File: src/rtl/flappy_game_fsm_if.sv
// -----------------------------------------------------------------------------
// flappy_game_fsm_if
//
// Bundles the game controller's inputs and outputs.
//
// Signals:
//   flap       : debounced flap button level (clk_2ms domain)
//   bird_Y     : bird top edge Y, 0 = top of screen
//   pip_X      : pipe right edge X
//   pip_Y      : bottom edge of the pipe gap
//   score      : current score from the pipe generator
//   state      : game state, 0 = IDLE, 1 = PLAY, 2 = DEAD
//   crash      : one-tick pulse on entry to DEAD
//   best_score : best score latched at any crash since reset
//
// Modports:
//   master : the surroundings (drives the inputs, observes the outputs)
//   slave  : the game controller itself
// -----------------------------------------------------------------------------
interface flappy_game_fsm_if;
   logic       flap;
   logic [8:0] bird_Y;
   logic [9:0] pip_X;
   logic [8:0] pip_Y;
   logic [7:0] score;
   logic [1:0] state;
   logic       crash;
   logic [7:0] best_score;

   modport master (
      output flap,
      output bird_Y,
      output pip_X,
      output pip_Y,
      output score,
      input  state,
      input  crash,
      input  best_score
   );

   modport slave (
      input  flap,
      input  bird_Y,
      input  pip_X,
      input  pip_Y,
      input  score,
      output state,
      output crash,
      output best_score
   );
endinterface

File: src/rtl/flappy_game_fsm.sv
// -----------------------------------------------------------------------------
// flappy_game_fsm
//
// Game-state controller for the flappy game. Detects bird/pipe and
// bird/screen-boundary collisions, sequences IDLE -> PLAY -> DEAD -> IDLE,
// enforces a hold-off in DEAD before a flap restarts, and keeps the best score
// seen at any crash since reset. Runs on the 2 ms game tick.
//
// Ports:
//   clk_2ms : game tick clock, all logic on the rising edge
//   rst     : asynchronous, active-high reset
//   bus     : flappy_game_fsm_if.slave
//               in : flap, bird_Y, pip_X, pip_Y, score
//               out: state, crash, best_score (all registered)
//
// Configuration macro:
//   FLAPPY_GOD_MODE_EN : when defined the pipe collision is disabled, so only
//                        the screen boundary ends a game (render/debug aid).
//                        Undefined (default): full collision.
// -----------------------------------------------------------------------------
module flappy_game_fsm #(
   parameter int slot_width  = 60,
   parameter int slot_height = 100,
   parameter int bird_HPos   = 320,
   parameter int bird_Xwidth = 34,
   parameter int bird_Ywidth = 24,
   parameter int screen_H    = 480,
   parameter int dead_hold   = 250
) (
   input  logic               clk_2ms,
   input  logic               rst,
   flappy_game_fsm_if.slave   bus
);

   typedef enum logic [1:0] {
      S_IDLE = 2'd0,
      S_PLAY = 2'd1,
      S_DEAD = 2'd2,
      S_ILL  = 2'd3
   } state_t;

   // Horizontal overlap window on pip_X (exclusive bounds). Bird spans
   // [bird_HPos-bird_Xwidth, bird_HPos), pipe spans [pip_X-slot_width, pip_X);
   // they overlap when pip_X lies strictly between these two constants.
   localparam logic [10:0] HOV_LO    = 11'(bird_HPos - bird_Xwidth);
   localparam logic [10:0] HOV_HI    = 11'(bird_HPos + slot_width);
   localparam logic [9:0]  GAP_H     = 10'(slot_height);
   localparam logic [9:0]  BIRD_H    = 10'(bird_Ywidth);
   localparam logic [9:0]  SCREEN_H  = 10'(screen_H);
   localparam logic [7:0]  DEAD_HOLD = 8'(dead_hold);

   state_t     state_reg;
   logic       crash_reg;
   logic [7:0] best_score_reg;
   logic [7:0] hold_cnt_reg;
   logic       flap_prev_reg;

   logic        flap_rise;
   logic [10:0] pip_x_ext;
   logic [9:0]  bird_top;
   logic [9:0]  bird_bot;
   logic [9:0]  gap_top;
   logic [9:0]  gap_bot;
   logic        hov;
   logic        phit_raw;
   logic        phit;
   logic        bhit;
   logic        hit;

   // ------------------------------------------------------------------------
   // Flap edge detect. flap_prev resets high so a button held across reset
   // release does not count as a press.
   // ------------------------------------------------------------------------
   assign flap_rise = bus.flap & ~flap_prev_reg;

   // ------------------------------------------------------------------------
   // Collision detect.
   // pip_X is widened and only compared against constants, never subtracted
   // from, so a pipe partly off the left edge cannot wrap into a false hit.
   // ------------------------------------------------------------------------
   assign pip_x_ext = {1'b0, bus.pip_X};
   assign hov       = (pip_x_ext > HOV_LO) && (pip_x_ext < HOV_HI);

   // Vertical checks in 10 bits so bird_Y + bird_Ywidth cannot overflow.
   // pip_Y >= slot_height is guaranteed upstream, so gap_top never wraps.
   assign bird_top = {1'b0, bus.bird_Y};
   assign bird_bot = bird_top + BIRD_H;
   assign gap_bot  = {1'b0, bus.pip_Y};
   assign gap_top  = gap_bot - GAP_H;

   // The bird must sit fully inside [gap_top, gap_bot) while overlapping.
   assign phit_raw = hov && ((bird_top < gap_top) || (bird_bot > gap_bot));

`ifdef FLAPPY_GOD_MODE_EN
   assign phit = 1'b0;
`else
   assign phit = phit_raw;
`endif

   assign bhit = (bus.bird_Y == 9'd0) || (bird_bot >= SCREEN_H);
   assign hit  = phit | bhit;

   // ------------------------------------------------------------------------
   // Game FSM with registered outputs.
   // hold_cnt counts ticks spent in DEAD and saturates at dead_hold; a flap
   // is only honoured once it has saturated, and earlier presses are simply
   // dropped rather than remembered.
   // ------------------------------------------------------------------------
   always_ff @(posedge clk_2ms or posedge rst) begin
      if (rst) begin
         state_reg      <= S_IDLE;
         crash_reg      <= 1'b0;
         best_score_reg <= 8'd0;
         hold_cnt_reg   <= 8'd0;
         flap_prev_reg  <= 1'b1;
      end else begin
         flap_prev_reg <= bus.flap;
         crash_reg     <= 1'b0;

         case (state_reg)
            S_IDLE: begin
               if (flap_rise) begin
                  state_reg <= S_PLAY;
               end
            end

            S_PLAY: begin
               // flap is deliberately ignored here; a hit always wins.
               if (hit) begin
                  state_reg    <= S_DEAD;
                  crash_reg    <= 1'b1;
                  hold_cnt_reg <= 8'd0;
                  if (bus.score > best_score_reg) begin
                     best_score_reg <= bus.score;
                  end
               end
            end

            S_DEAD: begin
               if (flap_rise && (hold_cnt_reg == DEAD_HOLD)) begin
                  state_reg    <= S_IDLE;
                  hold_cnt_reg <= 8'd0;
               end else if (hold_cnt_reg != DEAD_HOLD) begin
                  hold_cnt_reg <= hold_cnt_reg + 8'd1;
               end
            end

            default: begin
               // Unreachable code 3: recover to IDLE.
               state_reg    <= S_IDLE;
               hold_cnt_reg <= 8'd0;
            end
         endcase
      end
   end

   assign bus.state      = state_reg;
   assign bus.crash      = crash_reg;
   assign bus.best_score = best_score_reg;

endmodule

File: src/flat_wrapper.sv
// flat-port wrapper written by rule: the top's interface ports become plain ports
module flappy_game_fsm_flat 
#(
   parameter int slot_width  = 60,
   parameter int slot_height = 100,
   parameter int bird_HPos   = 320,
   parameter int bird_Xwidth = 34,
   parameter int bird_Ywidth = 24,
   parameter int screen_H    = 480,
   parameter int dead_hold   = 250
)
  (clk_2ms, rst, bus_flap, bus_bird_Y, bus_pip_X, bus_pip_Y, bus_score, bus_state, bus_crash, bus_best_score);
  flappy_game_fsm_if bus_i ();
  input  logic clk_2ms;
  input  logic rst;
  input wire logic [$bits(bus_i.flap)-1:0] bus_flap;
  input wire logic [$bits(bus_i.bird_Y)-1:0] bus_bird_Y;
  input wire logic [$bits(bus_i.pip_X)-1:0] bus_pip_X;
  input wire logic [$bits(bus_i.pip_Y)-1:0] bus_pip_Y;
  input wire logic [$bits(bus_i.score)-1:0] bus_score;
  output wire logic [$bits(bus_i.state)-1:0] bus_state;
  output wire logic [$bits(bus_i.crash)-1:0] bus_crash;
  output wire logic [$bits(bus_i.best_score)-1:0] bus_best_score;
  assign bus_i.flap = bus_flap;
  assign bus_i.bird_Y = bus_bird_Y;
  assign bus_i.pip_X = bus_pip_X;
  assign bus_i.pip_Y = bus_pip_Y;
  assign bus_i.score = bus_score;
  assign bus_state = bus_i.state;
  assign bus_crash = bus_i.crash;
  assign bus_best_score = bus_i.best_score;
  flappy_game_fsm #(.slot_width(slot_width), .slot_height(slot_height), .bird_HPos(bird_HPos), .bird_Xwidth(bird_Xwidth), .bird_Ywidth(bird_Ywidth), .screen_H(screen_H), .dead_hold(dead_hold)) u_core (.clk_2ms(clk_2ms), .rst(rst), .bus(bus_i));
endmodule
File: config.mk
export PLATFORM = sky130hd
export DESIGN_NAME = flappy_game_fsm_flat
export DESIGN_NICKNAME = d
export VERILOG_FILES = /design/src/rtl/flappy_game_fsm_if.sv /design/src/rtl/flappy_game_fsm.sv /design/src/flat_wrapper.sv
export SDC_FILE = /design/constraint.sdc
export NUM_CORES = 1
export LEC_CHECK = 0
export BUFFER_PORTS_ARGS = -buffer_cell sky130_fd_sc_hd__buf_2
export CAP_MARGIN = 20
export CORE_ASPECT_RATIO = 1.75
export CORE_MARGIN = 4
export CORE_UTILIZATION = 57
export CTS_CLUSTER_DIAMETER = 80
export DETAILED_ROUTE_END_ITERATION = 6
export PLACE_DENSITY = 0.83
export SLEW_MARGIN = 40
export SYNTH_ARGS = -nofsm -noshare
export SYNTH_HDL_FRONTEND = slang
export SYNTH_SLANG_ARGS = --single-unit
export TNS_END_PERCENT = 5
File: constraint.sdc
create_clock -name clk_2ms -period 5.7 [get_ports clk_2ms]
set_input_delay 1.14 -clock clk_2ms [delete_from_list [all_inputs] [get_ports clk_2ms]]
set_output_delay 1.14 -clock clk_2ms [all_outputs]
set_load 0.1 [all_outputs]
After elaboration in Yosys (flattened, before gate mapping)
Cells that the tools add are included.
{ "classes": {"eq_ne": 8, "magnitude_cmp": 6, "bitwise_logic": 4, "n_reduce_logical": 10, "n_mux": 10, "addsub": 3} }
{ "ops": {"columns": ["op", "count"], "rows": [
  ["8-bit two-way mux", 3],
  ["8-bit one-hot mux with 3 select lines", 1],
  ["9-bit by 5-bit adder with 10-bit output (second input constant)", 1],
  ["10-bit by 9-bit >= comparator with 1-bit output (second input constant)", 1],
  ["10-bit by 9-bit greater-than comparator with 1-bit output", 1],
  ["10-bit by 9-bit greater-than comparator with 1-bit output (second input constant)", 1],
  ["10-bit by 9-bit < comparator with 1-bit output (second input constant)", 1],
  ["9-bit by 10-bit < comparator with 1-bit output", 1],
  ["9-bit by 7-bit subtractor with 10-bit output (second input constant)", 1],
  ["9-bit logical NOT", 1],
  ["3-bit AND reduction", 3],
  ["8-bit by 1-bit adder with 8-bit output (second input constant)", 1],
  ["8-bit equality test (second input constant)", 1],
  ["8-bit greater-than comparator", 1],
  ["8-bit inequality test (second input constant)", 1],
  ["2-bit two-way mux", 3],
  ["2-bit by 1-bit inequality test with 1-bit output (second input constant)", 3],
  ["2-bit one-hot mux with 3 select lines", 1],
  ["1-bit logical AND", 3],
  ["3-bit by 1-bit inequality test with 1-bit output (second input constant)", 1],
  ["2-bit by 1-bit equality test with 1-bit output (second input constant)", 1],
  ["2-bit equality test (second input constant)", 1],
  ["2-bit logical NOT", 1],
  ["1-bit logical OR", 2],
  ["4 further kinds", 6]
]} }
{ "word_totals": {"reg_bits": 20, "out_inout_bits": 11} }

Longest topological paths before layout
{ "depth": {"depth_word": 7, "depth_mapped": 13} }

Worst setup path after synthesis
No wires, ideal clock.
{ "synth_path": {"path_kind": "input port to flip-flop", "from": "in bus_bird_Y[3]", "to": "reg u_core.best_score_reg[0] (netlist: u_core.bus.best_score[0])", "path_slack_ps": 2123, "arrival_ps": 3451, "path_buffers": 0, "t_required_ps": 5574, "cell_stages": 12, "path_cell_list": "inv_1 > ha_1 > nor2_1 > xor2_1 > ha_1 > nand3_1 > a21oi_1 > a2111oi_1 > a211oi_1 > nor3_2 > nor4_4 > mux2_2"} }
{ "synth_via": {"elab_chain_len": 6, "word_cells_on_any_way": 10, "cone_classes": "add/sub: 1; order compare: 3; bitwise: 1; reduce/logical: 5"} }
{ "synth_rtl": {"columns": ["element", "line", "text"], "rows": [
  ["start: declaration", "flat_wrapper.sv:17", "input wire logic [$bits(bus_i.bird_Y)-1:0] bus_bird_Y;"],
  ["9-bit by 5-bit adder with 10-bit output", "flappy_game_fsm.sv:87", "assign bird_bot = bird_top + BIRD_H;"],
  ["10-bit by 9-bit greater-than comparator with 1-bit output", "flappy_game_fsm.sv:92", "assign phit_raw = hov && ((bird_top < gap_top) || (bird_bot > gap_bot));"],
  ["1-bit logical OR", "flappy_game_fsm.sv:92", null],
  ["1-bit logical AND", "flappy_game_fsm.sv:92", null],
  ["1-bit bitwise OR (*)", "flappy_game_fsm.sv:101", "assign hit = phit | bhit;"],
  ["3-bit AND reduction (no source line) (*)", null, null],
  ["end signal: assignment", "flappy_game_fsm.sv:134", "best_score_reg <= bus.score;"],
  ["end: declaration", "flappy_game_fsm.sv:54", "logic [7:0] best_score_reg;"]
]} }
Mark *: on every way between the ends. The rest lies on a longest branch, timed or not.
A chain may end at the register's enable or synchronous reset.

Worst setup path in the final report
{ "layout_path": {"from": "in bus_bird_Y[3]", "to": "reg u_core.best_score_reg[1] (netlist: u_core.bus.best_score[1])"} }
Same word-level chain as after synthesis.

==> flow_summary.rst <==
.. list-table::
   :header-rows: 1

   * - Metric
     - Value
   * - Max cap viols
     - 0
   * - Port-buffer cells
     - 49
   * - Worst setup margin
     - 1.90 ns
   * - Summed instance area of the synthesized netlist
     - 1790 µm²
   * - Die Area
     - approximately 4100 µm²
   * - Areal power density over the cells
     - 405 nW/µm²
   * - Beginning of the worst hold path
     - u_core.bus.best_score[3]
   * - Minimum setup slack among reg-to-reg paths
     - about 3.5 ns
   * - Post-detail-place hpwl
     - around 3500 µm
   * - Status
     - finished clean
   * - Number of nets with antenna violations after detailed routing
     - 0
   * - Final Max Slew Viols
     - 0
   * - Number of synthesized flops with an enable pin
     - 0
   * - Worst-path cell with the longest stage delay
     - sky130_fd_sc_hd__nor4_4
   * - Max-Slew Margin vs Limit
     - a little over half
   * - CP max stage delay
     - 0.58 ns
   * - Share of final-layout standard cells stronger than drive strength 1
     - a little over a quarter
   * - Count of TritonRoute iterations in the first routing pass
     - 4
   * - Final worst-path cycle share
     - about two thirds
   * - Levels on crit path
     - 13
   * - Leakage Power
     - around 1.1 nW
   * - CORE AREA
     - a little under 3000 µm²
   * - Setup TNS Final
     - 0 ns
   * - Cells taking the most area after synthesis
     - sky130_fd_sc_hd__dfrtp_1 27%, sky130_fd_sc_hd__ha_1 20%, sky130_fd_sc_hd__inv_1 6.3%
   * - Required time worst endpoint
     - approximately 6 ns
   * - Commonest cells in the netlist
     - 30 x sky130_fd_sc_hd__inv_1, 28 x sky130_fd_sc_hd__ha_1, 19 x sky130_fd_sc_hd__dfrtp_1, 16 x sky130_fd_sc_hd__nor2_1, 11 x sky130_fd_sc_hd__xnor2_1
   * - Biggest area consumer among synthesized cells
     - sky130_fd_sc_hd__dfrtp_1
   * - Number of vias in the routed layout
     - ~1700
   * - Die Span Y
     - slightly above 80 µm
   * - Seq/Total Area, Yosys
     - around 28%
   * - Worst Hold Depth
     - 1
   * - Number of post-CTS setup repair buffers
     - 0
   * - Number of standard cells after synthesis
     - 204
   * - Top Ports
     - 50
   * - Path class of the lowest-slack min-delay path
     - flip-flop to flip-flop
   * - Top cell by count, worst path
     - sky130_fd_sc_hd__ha_1
   * - Post-synthesis area per instance
     - about 8.8 µm²
   * - Initial Utilization
     - approximately three fifths
   * - Pin count of the biggest net entering global routing
     - 21
   * - Number of synthesis warnings
     - 0
   * - Number of global-route vias before repair
     - 1722
   * - Post-route DRC
     - 0
   * - Drt total wl
     - around 4000 µm
   * - Cell with the most instances after synthesis
     - sky130_fd_sc_hd__inv_1
   * - Routability Congestion
     - about 0.93
   * - Buffer type at the clock tree root
     - sky130_fd_sc_hd__clkbuf_8
   * - Count of unique library cells instantiated by Yosys
     - 40
   * - Endpoint of the worst hold path
     - u_core.bus.best_score[3]
   * - Cell depth of the worst flop-to-flop path
     - 8
   * - CP bufs+invs
     - 2
   * - Total track usage
     - between 20% and 30%
   * - Synthesis-to-layout area growth
     - 19.5%
   * - Critical path peak fanout
     - 8
   * - DRC marker count from the first detailed-route iteration
     - 21
   * - Width of the die
     - a little over 50 µm
   * - Hold Violations, Final
     - 0
   * - Number of antenna diodes
     - 0
   * - Cell area after placement
     - between 2000 and 2500 µm²
   * - Unrepaired setup endpoints after global routing
     - no
   * - Transition time at the pin with the least slew margin
     - roughly 0.70 ns
   * - Maximum number of buffers from clock root to sink
     - 2
   * - Pre-CTS setup slack
     - between 1.5 and 2 ns
   * - Filler instances
     - between 200 and 300
   * - Flip-flop and latch count after synthesis
     - 20
   * - Flip-flop cell with the highest count after synthesis
     - sky130_fd_sc_hd__dfrtp_1
   * - Clock tree from TritonCTS
     - built
   * - IR drop worst, VDD
     - 0.288 mV
   * - Detail-routed via count per cell
     - approximately 5.6
   * - WP data arrival
     - 3.95 ns
   * - Finished Cell Area
     - about 2100 µm²
   * - Area share of the leading cell type in the synthesized netlist
     - a little over a quarter
   * - Worst Setup Start Kind
     - input pin
   * - Path type of the worst setup path
     - input pin to flip-flop
   * - Worst setup EP type
     - flip-flop
   * - Proportion of synthesized flip-flops having asynchronous set or reset
     - 100%
   * - Mean routed wirelength per cell
     - 13.6 µm
   * - Number of nets in the final layout
     - roughly 320
   * - Count of hold buffers inserted by post-cts repair
     - 0
   * - Kind of cell with the highest combined delay on the critical path
     - simple AND/OR/NAND/NOR gates
   * - Remaining global-route overflow
     - 0
   * - Antenna violations before repair
     - 0
   * - Clock latency reported for the late side of the worst-skew pair
     - about 0.26 ns
   * - Row Count
     - 26
   * - Worst hold margin
     - about 0.53 ns
   * - Worst Clk Skew
     - 0.00393 ns
   * - Post-cts gate resize count
     - 0
   * - Number of clock sinks
     - 20
   * - Crit Reg-Reg Startpoint
     - u_core.bus.best_score[3]
   * - Total CTS buffers
     - 3
   * - Syn Nets
     - between 200 and 300
   * - # H-tree levels
     - 1
   * - Minimum period implied by the final worst setup slack
     - roughly 3.8 ns
   * - Cells traversed along the worst timing path
     - buf_2 > inv_1 > ha_1 > nor2_1 > xor2_1 > ha_1 > nand3_1 > a21oi_1 > a2111oi_1 > a211oi_1 > nor3_2 > nor4_4 > mux2_2
   * - Worst R2R End
     - u_core.bus.best_score[1]
   * - Achievable frequency
     - around 260 MHz
   * - Reg clk slew, reported paths
     - approximately 0.070 ns
   * - Final count of negative-setup-slack endpoints
     - 0
   * - Global-route wire length before repair
     - about 7000 µm
[worst max-delay path by stage]
| stage | end | start |
|---|---|---|
| after floorplan | u_core.bus.best_score[0] | bus_bird_Y[3] |
| after global placement | u_core.bus.best_score[5] | bus_bird_Y[3] |
| after detailed placement | u_core.bus.best_score[6] | bus_bird_Y[3] |
| after CTS | u_core.bus.best_score[4] | bus_bird_Y[3] |
| after global routing | u_core.bus.best_score[6] | bus_bird_Y[3] |
| final | u_core.bus.best_score[1] | bus_bird_Y[3] |
[power breakdown]
| part | internal [W] | leakage, nW | switching [W] |
|---|---|---|---|
| combinational | 0.000137 | 0.768 | 0.000398 |
| clock | 0.0000615 | 0.0288 | 0.0000451 |
| sequential | 0.000186 | 0.259 | 0.0000393 |
[routing by layer]
layer | share of wire, % | vias to the layer above | track usage, % | routed length (µm)
met5 | 0 | - | 0 | 0
met4 | 5.1 | 0 | 14.6 | 205
met3 | 5.2 | 17 | 2.87 | 212
met2 | 55 | 62 | 44.6 | 2240
met1 | 35 | 753 | 19.9 | 1400
li1 | - | 828 | - | -
[logic make-up after synthesis]
logic type / Yosys count / share of synthesized area [%]
and+or+nand+nor: 63 / 19.3
buffers and inverters: 31 / 6.49
AOI/OAI and AO/OA: 41 / 15.2
DFF: 20 / 28.0
xor gates and xnor gates: 12 / 5.87
muxes: 9 / 5.59
adders and majority gates: 28 / 19.6
[metrics by stage]
| stage | instances | util (%) | power [W] |
|---|---|---|---|
| after floorplan | 204 | - | 0.000658 |
| after global placement | 294 | 70.5 | 0.000753 |
| after detailed placement | 294 | 70.5 | 0.000767 |
| after CTS | 298 | 72.3 | 0.000875 |
| after global routing | 298 | 72.3 | 0.000922 |
| final | 298 | 72.3 | 0.000867 |
[area by class of cell]
| cell class | instances | area, µm² | share of cell area, % |
|---|---|---|---|
| Multi-Input combinational cell | 153 | 1170 | 54.8 |
| Sequential cell | 20 | 502 | 23.4 |
| Timing Repair Buffer | 49 | 245 | 11.5 |
| Inverter | 30 | 113 | 5.26 |
| Clock buffer | 4 | 55.1 | 2.57 |
| Tap cell | 42 | 52.6 | 2.45 |
[cell usage in the layout, fill, tap and decap left out, types with 4 or more instances in the layout]
cell                        n
sky130_fd_sc_hd__nor3_1     6
sky130_fd_sc_hd__ha_1      28
sky130_fd_sc_hd__mux2_2     8
sky130_fd_sc_hd__a21o_1     5
sky130_fd_sc_hd__clkbuf_8   4
sky130_fd_sc_hd__nand2b_1   5
sky130_fd_sc_hd__xnor2_1   11
sky130_fd_sc_hd__inv_1     29
sky130_fd_sc_hd__o21ai_0    8
sky130_fd_sc_hd__nand2_1   10
sky130_fd_sc_hd__nor2_1    16
sky130_fd_sc_hd__dfrtp_1   19
sky130_fd_sc_hd__buf_2     49
sky130_fd_sc_hd__nand3_1   10
sky130_fd_sc_hd__a21oi_1    9
sky130_fd_sc_hd__o22ai_1    5
Note: power is estimated with default switching activity, not from simulation.
